$ cat config.mk
export PLATFORM = sky130hd
export DESIGN_NAME = tempsens_uart_report_flat
export DESIGN_NICKNAME = d
export VERILOG_FILES = /design/src/rtl/tempsens_uart_report_if.sv /design/src/rtl/tempsens_uart_report.sv /design/src/flat_wrapper.sv
export SDC_FILE = /design/constraint.sdc
export NUM_CORES = 1
export LEC_CHECK = 0
export CAP_MARGIN = 20
export CORE_ASPECT_RATIO = 0.7
export CORE_UTILIZATION = 50
export CTS_CLUSTER_DIAMETER = 100
export DETAILED_ROUTE_END_ITERATION = 16
export MAX_ROUTING_LAYER = met4
export PLACE_DENSITY = 0.66
export SYNTH_ARGS = -nofsm -noshare
export SYNTH_HDL_FRONTEND = slang
export SYNTH_SLANG_ARGS = --single-unit
$ cat constraint.sdc
create_clock -name clk -period 8.9 [get_ports clk]
set_input_delay 1.78 -clock clk [delete_from_list [all_inputs] [get_ports clk]]
set_output_delay 1.78 -clock clk [all_outputs]
set_load 0.02 [all_outputs]
$ cat src/rtl/tempsens_uart_report_if.sv
// -----------------------------------------------------------------------------
// tempsens_uart_report_if
// Bundles the result input strobe and the UART/status outputs of the
// temperature-sensor UART reporter.
//   master : drives i_res / i_res_valid, observes o_tx and status flags
//   slave  : the reporter itself
// Signals:
//   i_res        [N_RES-1:0] result code (unsigned)
//   i_res_valid              single-cycle strobe, i_res is new
//   o_tx                     UART TX line, 8N1, LSB first, idle high
//   o_busy                   record transmission in progress
//   o_pending                a captured result waits in the pending buffer
//   o_overrun                one-cycle pulse, pending buffer overwritten
// -----------------------------------------------------------------------------
interface tempsens_uart_report_if #(
  parameter int N_RES = 7
);
  logic [N_RES-1:0] i_res;
  logic             i_res_valid;
  logic             o_tx;
  logic             o_busy;
  logic             o_pending;
  logic             o_overrun;

  modport master (
    output i_res, i_res_valid,
    input  o_tx, o_busy, o_pending, o_overrun
  );

  modport slave (
    input  i_res, i_res_valid,
    output o_tx, o_busy, o_pending, o_overrun
  );
endinterface

$ cat src/rtl/tempsens_uart_report.sv
// -----------------------------------------------------------------------------
// tempsens_uart_report
// Captures each valid temperature-sensor result and sends it on a UART TX
// line as a 5-character ASCII record: three decimal digits, CR, LF.
// A one-deep pending buffer holds a result that arrives mid-record; a second
// arrival overwrites it and pulses o_overrun.
// Ports:
//   clk    system clock, rising edge
//   rst_n  synchronous active-low reset
//   bus    tempsens_uart_report_if.slave (i_res, i_res_valid, o_tx, o_busy,
//          o_pending, o_overrun)
//
// state  | meaning
// -------+-------------------------------------------------------------
// IDLE   | line idle high, waiting for a result strobe
// SEND   | shifting out a record; char 0..4, bit 0..9, baud 0..CPB-1
// -----------------------------------------------------------------------------
module tempsens_uart_report #(
  parameter int N_RES       = 7,
  parameter int CLK_PER_BIT = 8
) (
  input logic                  clk,
  input logic                  rst_n,
  tempsens_uart_report_if.slave bus
);

  localparam logic [0:0] S_IDLE = 1'b0;
  localparam logic [0:0] S_SEND = 1'b1;

  localparam int              BW        = (CLK_PER_BIT > 1) ? $clog2(CLK_PER_BIT) : 1;
  localparam logic [BW-1:0]   BAUD_LAST = BW'(CLK_PER_BIT - 1);

  logic [0:0]    r_state;
  logic [8:0]    r_tx_val;
  logic [8:0]    r_pend_val;
  logic          r_pend_full;
  logic          r_overrun;
  logic [2:0]    r_char_idx;
  logic [3:0]    r_bit_idx;
  logic [BW-1:0] r_baud_cnt;

  logic [N_RES-1:0] w_res;
  logic [8:0]       w_res_ext;
  logic [7:0]       w_char;
  logic             w_bit_end;
  logic             w_rec_end;
  logic             w_tx;

  assign w_res     = bus.i_res;
  assign w_res_ext = 9'(w_res);

  assign w_bit_end = (r_state == S_SEND) && (r_baud_cnt == BAUD_LAST);
  assign w_rec_end = w_bit_end && (r_bit_idx == 4'd9) && (r_char_idx == 3'd4);

  // Digits are derived from r_tx_val, which is stable for the whole record.
  always_comb begin
    w_char = 8'h0A;
    case (r_char_idx)
      3'd0:    w_char = 8'h30 + 8'(r_tx_val / 9'd100);
      3'd1:    w_char = 8'h30 + 8'((r_tx_val / 9'd10) % 9'd10);
      3'd2:    w_char = 8'h30 + 8'(r_tx_val % 9'd10);
      3'd3:    w_char = 8'h0D;
      default: w_char = 8'h0A;
    endcase
  end

  // bit 0 = start, 1..8 = data LSB first, 9 = stop
  always_comb begin
    w_tx = 1'b1;
    if (r_state == S_SEND) begin
      if (r_bit_idx == 4'd0)
        w_tx = 1'b0;
      else if (r_bit_idx != 4'd9)
        w_tx = w_char[3'(r_bit_idx - 4'd1)];
    end
  end

  always_ff @(posedge clk) begin
    if (!rst_n) begin
      r_state     <= S_IDLE;
      r_tx_val    <= '0;
      r_pend_val  <= '0;
      r_pend_full <= 1'b0;
      r_overrun   <= 1'b0;
      r_char_idx  <= '0;
      r_bit_idx   <= '0;
      r_baud_cnt  <= '0;
    end else begin
      r_overrun <= 1'b0;
      case (r_state)
        S_IDLE: begin
          r_char_idx <= '0;
          r_bit_idx  <= '0;
          r_baud_cnt <= '0;
          if (bus.i_res_valid) begin
            r_tx_val <= w_res_ext;
            r_state  <= S_SEND;
          end
        end
        default: begin
          if (w_rec_end) begin
            r_char_idx <= '0;
            r_bit_idx  <= '0;
            r_baud_cnt <= '0;
            // Chain straight into the next record when anything is queued;
            // a strobe on this edge never counts as an overrun.
            if (r_pend_full) begin
              r_tx_val <= r_pend_val;
              if (bus.i_res_valid)
                r_pend_val <= w_res_ext;
              else
                r_pend_full <= 1'b0;
            end else if (bus.i_res_valid) begin
              r_tx_val <= w_res_ext;
            end else begin
              r_state <= S_IDLE;
            end
          end else begin
            if (w_bit_end) begin
              r_baud_cnt <= '0;
              if (r_bit_idx == 4'd9) begin
                r_bit_idx  <= '0;
                r_char_idx <= r_char_idx + 3'd1;
              end else begin
                r_bit_idx <= r_bit_idx + 4'd1;
              end
            end else begin
              r_baud_cnt <= r_baud_cnt + 1'b1;
            end
            if (bus.i_res_valid) begin
              r_pend_val  <= w_res_ext;
              r_pend_full <= 1'b1;
              if (r_pend_full)
                r_overrun <= 1'b1;
            end
          end
        end
      endcase
    end
  end

  assign bus.o_tx      = w_tx;
  assign bus.o_busy    = (r_state == S_SEND);
  assign bus.o_pending = r_pend_full;
  assign bus.o_overrun = r_overrun;

endmodule

$ cat src/flat_wrapper.sv
// flat-port wrapper written by rule: the top's interface ports become plain ports
module tempsens_uart_report_flat 
#(
  parameter int N_RES       = 7,
  parameter int CLK_PER_BIT = 8
)
  (clk, rst_n, bus_i_res, bus_i_res_valid, bus_o_tx, bus_o_busy, bus_o_pending, bus_o_overrun);
  tempsens_uart_report_if #(.N_RES(N_RES)) bus_i ();
  input logic clk;
  input logic rst_n;
  input wire logic [$bits(bus_i.i_res)-1:0] bus_i_res;
  input wire logic [$bits(bus_i.i_res_valid)-1:0] bus_i_res_valid;
  output wire logic [$bits(bus_i.o_tx)-1:0] bus_o_tx;
  output wire logic [$bits(bus_i.o_busy)-1:0] bus_o_busy;
  output wire logic [$bits(bus_i.o_pending)-1:0] bus_o_pending;
  output wire logic [$bits(bus_i.o_overrun)-1:0] bus_o_overrun;
  assign bus_i.i_res = bus_i_res;
  assign bus_i.i_res_valid = bus_i_res_valid;
  assign bus_o_tx = bus_i.o_tx;
  assign bus_o_busy = bus_i.o_busy;
  assign bus_o_pending = bus_i.o_pending;
  assign bus_o_overrun = bus_i.o_overrun;
  tempsens_uart_report #(.N_RES(N_RES), .CLK_PER_BIT(CLK_PER_BIT)) u_core (.clk(clk), .rst_n(rst_n), .bus(bus_i));
endmodule
### Yosys cells after proc, flatten, opt, wreduce, memory -nomap -nowiden

Index checks and enable logic that the tools add are counted.

* magnitude comparators: 1
* reduce and logical (&&, ||, !) cells: 12
* eq/ne operators: 9
* bitwise gates (word level): 3
* muxes and demuxes: 22
* div/mod/pow operators: 4
* add/subtract/negate cells: 7

Operators by type and width (number)
* two-way mux 9 bit: 7
* case mux 8 bit (4 select lines): 1
* adder 6 x 8 -> 8 bit (first input constant): 3
* modulo 9 x 4 -> 9 bit (second input constant): 2
* two-way mux 1 bit: 12
* divider 9 x 4 -> 9 bit (second input constant): 1
* divider 9 x 7 -> 9 bit (second input constant): 1
* OR reduction 4 bit: 2
* adder 3 x 1 -> 3 bit (second input constant): 2
* equality test 3 x 2 -> 1 bit (second input constant): 2
* equality test 3 bit (second input constant): 2
* AND reduction 2 bit: 3
* adder 4 x 1 -> 4 bit (second input constant): 1
* equality test 4 bit (second input constant): 1
* logical NOT 4 bit: 1
* less-than comparator 3 x 4 -> 1 bit (second input constant): 1
* two-way mux 4 bit: 1
* != test 4 bit (second input constant): 1
* binary-select mux 1 bit (select 3 bit): 1
* equality test 3 x 1 -> 1 bit (second input constant): 1
* logical AND 1 bit: 3
* logical NOT 3 bit: 1
* NOT 1 bit: 3
* OR reduction 3 bit: 1
* other kinds (4): 4

* logic and storage cells: 66
* flip-flop bits (word level): 31
* bits of input ports: 10

### Logic depth before layout (Yosys ltp)

Gate-level depths: netlist of run 1.

* depth in word-level cells: 9
* gate-level depth with buffers: 28
* depth with buffers taken out: 26

### Least setup slack after synthesis of run 1

Ideal clock, no wire load.

* path kind: register to output
* start: register u_core.r_tx_val[3]
* end: output port bus_o_tx
* arrival: 5.453 ns
* setup slack: 1.667 ns
* stages on the path, launching flop included: 27
* path through: dfxtp_1 -> buf_4 -> and3b_1 -> a221oi_2 -> a41oi_2 -> nor2_1 -> o21ai_0 -> o21ai_0 -> ha_1 -> inv_1 -> o31ai_4 -> a21oi_1 -> nor2_1 -> inv_1 -> ha_1 -> inv_1 -> o21ai_1 -> a21o_1 -> xnor2_1 -> ha_1 -> a2111oi_2 -> a211oi_2 -> nor4_4 -> o211ai_1 -> o21ai_1 -> xor2_1 -> o221ai_1

* longest elaborated chain between the ends: 9
* elaborated cells between the ends (all ways): 13
* those cells by class: add/sub (3); div (4); mux (6)

RTL lines
* from (decl): line tempsens_uart_report.sv:34 `logic [8:0] r_tx_val;`
* from (signal assigned): line tempsens_uart_report.sv:96 `r_tx_val <= w_res_ext;`
* from (signal assigned): line tempsens_uart_report.sv:108 `r_tx_val <= r_pend_val;`
* from (signal assigned): line tempsens_uart_report.sv:114 `r_tx_val <= w_res_ext;`
* divider 9 x 4 -> 9 bit: line tempsens_uart_report.sv:60 `3'd1: w_char = 8'h30 + 8'((r_tx_val / 9'd10) % 9'd10);`
* modulo 9 x 4 -> 9 bit: line tempsens_uart_report.sv:60
* adder 6 x 8 -> 8 bit: line tempsens_uart_report.sv:60
* case mux 8 bit (4 select lines) *: line tempsens_uart_report.sv:58 `case (r_char_idx)`
* binary-select mux 1 bit (select 3 bit) *: line tempsens_uart_report.sv:74 `w_tx = w_char[3'(r_bit_idx - 4'd1)];`
* two-way mux 1 bit (implied by the code) *: line tempsens_uart_report.sv:74
* two-way mux 1 bit *: line tempsens_uart_report.sv:73 `else if (r_bit_idx != 4'd9)`
* two-way mux 1 bit *: line tempsens_uart_report.sv:71 `if (r_bit_idx == 4'd0)`
* two-way mux 1 bit *: line tempsens_uart_report.sv:70 `if (r_state == S_SEND) begin`
* to (decl): line flat_wrapper.sv:13 `output wire logic [$bits(bus_i.o_tx)-1:0] bus_o_tx;`

Mark *: on every way between the ends. The rest lies on a longest branch, timed or not. The select of a mux whose other input is x is not followed.

### Final worst setup path of run 1

* start: register u_core.r_tx_val[7]
* end: output port bus_o_tx

The elaborated chain is that of the path after synthesis.

==> summary.txt, run 1 <==
Floorplan
  – Initial Utilization: 0.530
  – Die height: 70.7 µm
  – FP Rows: 24
  – Core Box Area: 6370 µm²
  – Num ports: 14
  – Die Wd: 100 µm
  – Die Area: 7080 µm²

CTS
  – Clk root buf: clkbuf_8
  – TritonCTS clock tree: done
  – CTS Buffer Depth: 2
  – Clk_lat worst skew: 0.28 ns
  – CTS clk-pin slew, worst paths: 0.06 ns
  – Clock Sinks: 29
  – H-tree levels: 2
  – Num CTS Buffers: 5

Cells and area
  – Layout cells sized above 1: 0.132
  – Number of inserted diodes: 0
  – Final core area utilization: 0.574
  – Area grow syn2layout: 8.42%
  – Final nets: 470

Drt
  – Antenna viol nets, final: 0
  – Via count: 3211
  – Total Routed Length: 8090 µm
  – Vias per std cell: 6.05
  – # DRC: 0
  – Initial DRC count: 210
  – Detailed Routing Iterations Pass 1: 5
  – WL/cell: 15.2 µm

Yosys
  – Most common flop cell mapped by yosys: dfxtp_1
  – Cell Area, Synth: 3370 µm²
  – Synth Register Bits: 29
  – Synth top cells by count: nor2_1 (43), dfxtp_1 (29), inv_1 (26)
  – Syn avg cell area: 7.70 µm²
  – Post-synthesis async set-or-reset flop share: 0
  – Yosys top cell area share: 0.172
  – EDFF count, synth: 0
  – Syn. warnings: 0
  – Sequential fraction of the synthesis area: 0.172
  – Most numerous cell in the Yosys netlist: nor2_1
  – Mapped Cells: 438
  – Synth cell types: 78
  – Top cells by area, synth: dfxtp_1 (17%), ha_1 (7.4%), nor2_1 (4.8%)
  – Area leader, netlist: dfxtp_1
  – Syn_nets: 468

Timing
  – Total negative setup slack: 0 ns
  – Worst-margin pin slew: 0.684 ns
  – Tmin final: 8.43 ns
  – Final Skew: 0.00893 ns
  – Final Cycle Share: 0.947
  – RSZ-0062 raised after global routing: no
  – Final Hold Fails: 0
  – Final setup fails: 0
  – Max-slew headroom: 0.544
  – Max Clk Rate: 119 MHz
  – Final Slew Violations: 0

Global routing
  – Vias in the first global route: 2855
  – Total Routing Usage GR: 0.240
  – First-pass GRT wire length: 13500 µm
  – Total congestion overflow: 0
  – Largest net degree at the start of global routing: 24
  – Initial antenna violation count: 0

Place
  – Port buffer count: 13
  – Post-DP HPWL: 6250 µm
  – Gpl congestion: 0.878

Critical path
  – Worst EP arrival: 6.65 ns
  – RR Startpoint: u_core.r_bit_idx[1]$_SDFFE_PP0P_
  – R2R Path End: u_core.r_pend_val[1]$_SDFFE_PN0P_
  – CP endpoint kind: output port
  – Setup Crit Path Kind: reg -> out
  – Reg2reg setup slack: 6.50 ns
  – Path depth of the worst reg2reg path: 10
  – Crit-path max FO: 19
  – Req. time, crit path: 7.12 ns
  – Startpoint Class: register

Power
  – Pwr Density: 103 nW/µm²
  – Part of the power in registers: 0.392
  – Sw Pwr: 0.000126 W
  – Power share of the clock group: 0.285
  – Maximum VDD drop: 0.120 mV
  – Power share of the combinational group: 0.323
  – Leak Pwr: 1.39 nW
  – P_int: 0.000249 W
  – Net Sw Frac: 0.336

Worst hold path
  – Worst Hold Class: reg -> reg
  – Hold Crit Endpoint: u_core.r_baud_cnt[0]$_SDFF_PP0_
  – Worst Hold Depth: 1
  – Launch point of the worst hold path: u_core.r_baud_cnt[0]$_SDFF_PP0_

Status
  – Result of the run: finished, final reports clean

Run
  – MaxCap Viol Count: 0
-- power groups by stage --
stage	Combinational, W	Clock [W]	Sequential, W
after floorplan	0.0000978	0	0.000143
after global placement	0.000118	0	0.000149
after detailed placement	0.000119	0	0.000150
after CTS	0.000120	0.000109	0.000147
after global routing	0.000134	0.000115	0.000149
final	0.000121	0.000107	0.000147
-- worst max-delay path by stage --
stage / start / to / cells past startpoint
floorplan: u_core.r_tx_val[3]$_SDFFE_PN0P_ / bus_o_tx / 26
global placement: u_core.r_tx_val[7]$_SDFFE_PN0P_ / bus_o_tx / 25
detailed placement: u_core.r_tx_val[7]$_SDFFE_PN0P_ / bus_o_tx / 25
CTS: u_core.r_tx_val[4]$_SDFFE_PN0P_ / bus_o_tx / 25
global route: u_core.r_tx_val[5]$_SDFFE_PN0P_ / bus_o_tx / 27
finish: u_core.r_tx_val[7]$_SDFFE_PN0P_ / bus_o_tx / 27
-- layout make-up --
cell class / count / area, µm²
Fill cell: 634 / 2710
Multi-Input combinational cell: 353 / 2550
Sequential cell: 29 / 591
Timing Repair Buffer: 25 / 220
Tap cell: 91 / 114
Inverter: 26 / 97.6
Clock buffer: 7 / 86.3
-- state kept, by name, summed over array words and instances (netlist names) --
register              flops
u_core.bus.o_busy         1
u_core.bus.o_overrun      1
u_core.bus.o_pending      1
u_core.r_baud_cnt         3
u_core.r_bit_idx          4
u_core.r_char_idx         3
u_core.r_pend_val         7
u_core.r_tx_val           9
-- cells in the final DEF, fill, tap and decap left out, types with 10 or more instances in the layout --
cell             count
ha_1                20
a31oi_1             10
nor2_1              42
o21ai_0             24
a21oi_1             20
mux2i_1             10
dfxtp_1             23
buf_4               12
inv_1               26
nand3_1             10
nor2b_1             13
clkdlybuf4s50_1     13
nand2_1             25
-- metrics by stage --
step	total power (W)	area [µm²]	instances	hold WS, ns	setup slack, ns
5_1_grt	0.000397	3660	531	0.448	0.0195
2_1_floorplan	0.000241	3370	438	0.404	1.67
3_5_place_dp	0.000269	3540	522	0.436	0.153
6_report	0.000376	3660	531	0.442	0.475
3_3_place_gp	0.000267	3540	522	0.417	0.462
4_1_cts	0.000376	3630	529	0.444	0.0479
-- per-layer routing --
| layer | share of wire | wire length [µm] | up-vias | track usage |
|---|---|---|---|---|
| li1 | - | - | 1649 | - |
| met1 | 0.52 | 4230 | 1486 | 0.355 |
| met3 | 0.048 | 390 | 4 | 0.0267 |
| met4 | 0.0052 | 42 | 0 | 0.0435 |
| met2 | 0.42 | 3430 | 72 | 0.352 |
| met5 | 0 | 0 | - | - |
-- worst max-delay path, cell delays in order (launching register included) --
cell,delay [ns]
dfxtp_2,0.55
nor3b_2,0.15
a221oi_2,0.31
a41oi_2,0.12
nor2_2,0.34
o21ai_0,0.13
o21ai_1,0.23
ha_1,0.19
inv_1,0.10
o31ai_4,0.36
a21oi_1,0.18
nor2_1,0.27
inv_1,0.13
ha_1,0.24
inv_1,0.10
o21ai_1,0.16
a21o_1,0.28
xnor2_1,0.25
ha_1,0.24
nor2_1,0.08
a211oi_2,0.42
nor4_4,0.08
buf_4,0.16
or3_1,0.31
a21oi_1,0.16
o211ai_1,0.09
o221ai_1,0.08
clkdlybuf4s50_1,0.63
-- cell families after synthesis --
| kind of cell | after synthesis | synth area share |
|---|---|---|
| compound gates | 141 | 0.322 |
| xor+xnor | 13 | 0.0338 |
| fa+ha+maj | 23 | 0.0831 |
| buf+inv | 56 | 0.0735 |
| flops | 29 | 0.172 |
| mux | 13 | 0.0408 |
| simple gates | 163 | 0.275 |
-- repair_timing --
item	in CTS	in global routing
resized for setup	3	7
setup buffers	0	2
endpoints found under the setup margin	1	1
hold endpoints to repair	0	0
hold buffers	0	0
pin swaps	0	1
Note: power is estimated with default switching activity, not from simulation.
==> run 2, diff against run 1 <==
--- a/config.mk
+++ b/config.mk
@@ -11,7 +11,8 @@
 export CTS_CLUSTER_DIAMETER = 100
 export DETAILED_ROUTE_END_ITERATION = 16
 export MAX_ROUTING_LAYER = met4
-export PLACE_DENSITY = 0.66
+export PLACE_DENSITY = 0.68
+export SLEW_MARGIN = 20
 export SYNTH_ARGS = -nofsm -noshare
 export SYNTH_HDL_FRONTEND = slang
 export SYNTH_SLANG_ARGS = --single-unit
==> constraint.sdc (replaced) <==
create_clock -name clk -period 7.6 [get_ports clk]
set_input_delay 1.52 -clock clk [delete_from_list [all_inputs] [get_ports clk]]
set_output_delay 1.52 -clock clk [all_outputs]
set_load 0.02 [all_outputs]
==> summary.txt, run 2 (synthesized netlist as in run 1, its figures left out) <==
Power
  – Final Total Pwr: 0.000459 W
  – Pwr Density: 118 nW/µm²
  – Maximum VDD drop: 0.104 mV
  – Leak Pwr: 1.51 nW

Critical path
  – Crit path to: bus_o_tx
  – Critical path's slowest cell: a2111oi_4
  – Buf+Inv Stages, Crit Path: 6
  – Req. time, crit path: 6.08 ns
  – Most frequent CP cell: inv_1
  – CP endpoint kind: output port
  – Crit-path leading delay family: compound AO/OA/AOI/OAI gates
  – Setup Crit Path Kind: reg -> out
  – Slowest cell delay on critical path: 0.43 ns
  – Reg2reg setup slack: 4.74 ns
  – Startpoint Class: register
  – RR Startpoint: u_core.r_bit_idx[1]$_SDFFE_PP0P_
  – Worst EP arrival: 5.85 ns
  – Crit-path max FO: 15
  – R2R Path End: u_core.r_pend_val[4]$_SDFFE_PN0P_
  – CP startpoint: u_core.r_tx_val[8]$_SDFFE_PN0P_
  – CP Depth: 28
  – Path depth of the worst reg2reg path: 9

CTS
  – # hold bufs at CTS: 0
  – TritonCTS clock tree: done
  – H-tree levels: 2
  – Clock Sinks: 29
  – CTS Buffer Depth: 2
  – Clk root buf: clkbuf_8
  – Num CTS Buffers: 5
  – Clk_lat worst skew: 0.27 ns
  – CTS clk-pin slew, worst paths: 0.06 ns

Cells and area
  – Register name with the most flops: u_core.r_tx_val
  – Most frequent cells in the layout: nor2_1 (42), buf_4 (37), inv_1 (26), nand2_1 (25)
  – Final core area utilization: 0.608
  – Final nets: 495
  – Number of inserted diodes: 0
  – Area grow syn2layout: 14.9%
  – Top Registers: u_core.r_tx_val (9), u_core.r_pend_val (7), u_core.r_bit_idx (4)
  – Layout cells sized above 1: 0.185
  – Max reg flops: 9
  – Fin cells: 556
  – Most common cell after layout, fill and taps aside: nor2_1
  – Filler instances: 587

Timing
  – Final setup fails: 0
  – Tmin final: 7.37 ns
  – Final Cycle Share: 0.969
  – Min Hold Slack: 0.424 ns
  – Final Hold Fails: 0
  – Max Clk Rate: 136 MHz
  – Final Skew: 0.00475 ns
  – Total negative setup slack: 0 ns
  – Max-slew headroom: 0.333
  – Final Slew Violations: 0
  – Worst-margin pin slew: 0.996 ns

Drt
  – # DRC: 0
  – Initial DRC count: 207
  – Via count: 3445
  – Detailed Routing Iterations Pass 1: 4
  – Vias per std cell: 6.20
  – Total Routed Length: 8760 µm
  – WL/cell: 15.8 µm
  – Antenna viol nets, final: 0

Place
  – Post-DP HPWL: 6620 µm
  – Gpl congestion: 0.963
  – Inst Count DP: 543
  – Port buffer count: 13

Global routing
  – Largest net degree at the start of global routing: 22
  – First-pass GRT wire length: 14500 µm
  – Total congestion overflow: 0
  – Total Routing Usage GR: 0.252
  – Initial antenna violation count: 0
  – Vias in the first global route: 3081

Floorplan
  – Core Box Area: 6370 µm²
  – Die height: 70.7 µm
  – Num ports: 14
  – Initial Utilization: 0.530
  – FP Rows: 24
  – Die Wd: 100 µm
  – Die Area: 7080 µm²

Status
  – Result of the run: finished, final reports clean

Run
  – MaxCap Viol Count: 0

Worst hold path
  – Worst Hold Class: reg -> reg
==> run 2: layout make-up <==
| class | count | area [µm²] | area share |
|---|---|---|---|
| Sequential cell | 29 | 589 | 0.152 |
| Multi-Input combinational cell | 353 | 2580 | 0.667 |
| Inverter | 26 | 97.6 | 0.0252 |
| Tap cell | 91 | 114 | 0.0294 |
| Clock buffer | 7 | 86.3 | 0.0223 |
| Timing Repair Buffer | 50 | 403 | 0.104 |
==> run 2: how the worst min path moves through the flow <==
stage / start / to / depth (start not counted)
3_5_place_dp: u_core.r_baud_cnt[0]$_SDFF_PP0_ / u_core.r_baud_cnt[0]$_SDFF_PP0_ / 1
5_1_grt: u_core.r_baud_cnt[0]$_SDFF_PP0_ / u_core.r_baud_cnt[0]$_SDFF_PP0_ / 1
3_3_place_gp: u_core.r_baud_cnt[0]$_SDFF_PP0_ / u_core.r_baud_cnt[0]$_SDFF_PP0_ / 1
4_1_cts: u_core.r_baud_cnt[0]$_SDFF_PP0_ / u_core.r_baud_cnt[0]$_SDFF_PP0_ / 1
2_1_floorplan: u_core.r_baud_cnt[0]$_SDFF_PP0_ / u_core.r_baud_cnt[0]$_SDFF_PP0_ / 1
6_report: u_core.r_baud_cnt[0]$_SDFF_PP0_ / u_core.r_baud_cnt[0]$_SDFF_PP0_ / 1
==> run 2: per-layer routing <==
layer / wire length [µm] / GRT usage / vias up
li1: - / - / 1701
met1: 4440 / 0.374 / 1631
met2: 3740 / 0.365 / 103
met3: 516 / 0.0346 / 10
met4: 63 / 0.0451 / 0
met5: 0 / - / -
==> run 2: metrics by stage <==
step           cell area (µm²)  setup WS, ns
4_1_cts                   3790        0.0763
6_report                  3870         0.232
2_1_floorplan             3370         0.627
3_3_place_gp              3700         0.226
5_1_grt                   3870       -0.0736
3_5_place_dp              3700        -0.126
==> run 2: timing repair <==
| item | CTS | global route |
|---|---|---|
| setup buffers | 1 | 5 |
| resized for setup | 2 | 16 |
| gates cloned | 0 | 0 |
| setup endpoints to repair | 1 | 1 |
| pin swaps | 1 | 6 |
==> run 2: where the power goes <==
part,switching [W],total [W],leakage (nW),internal (W)
registers,0.0000112,0.000170,0.239,0.000159
clock network,0.0000516,0.000123,0.0443,0.0000716
logic,0.0000905,0.000166,1.23,0.0000750
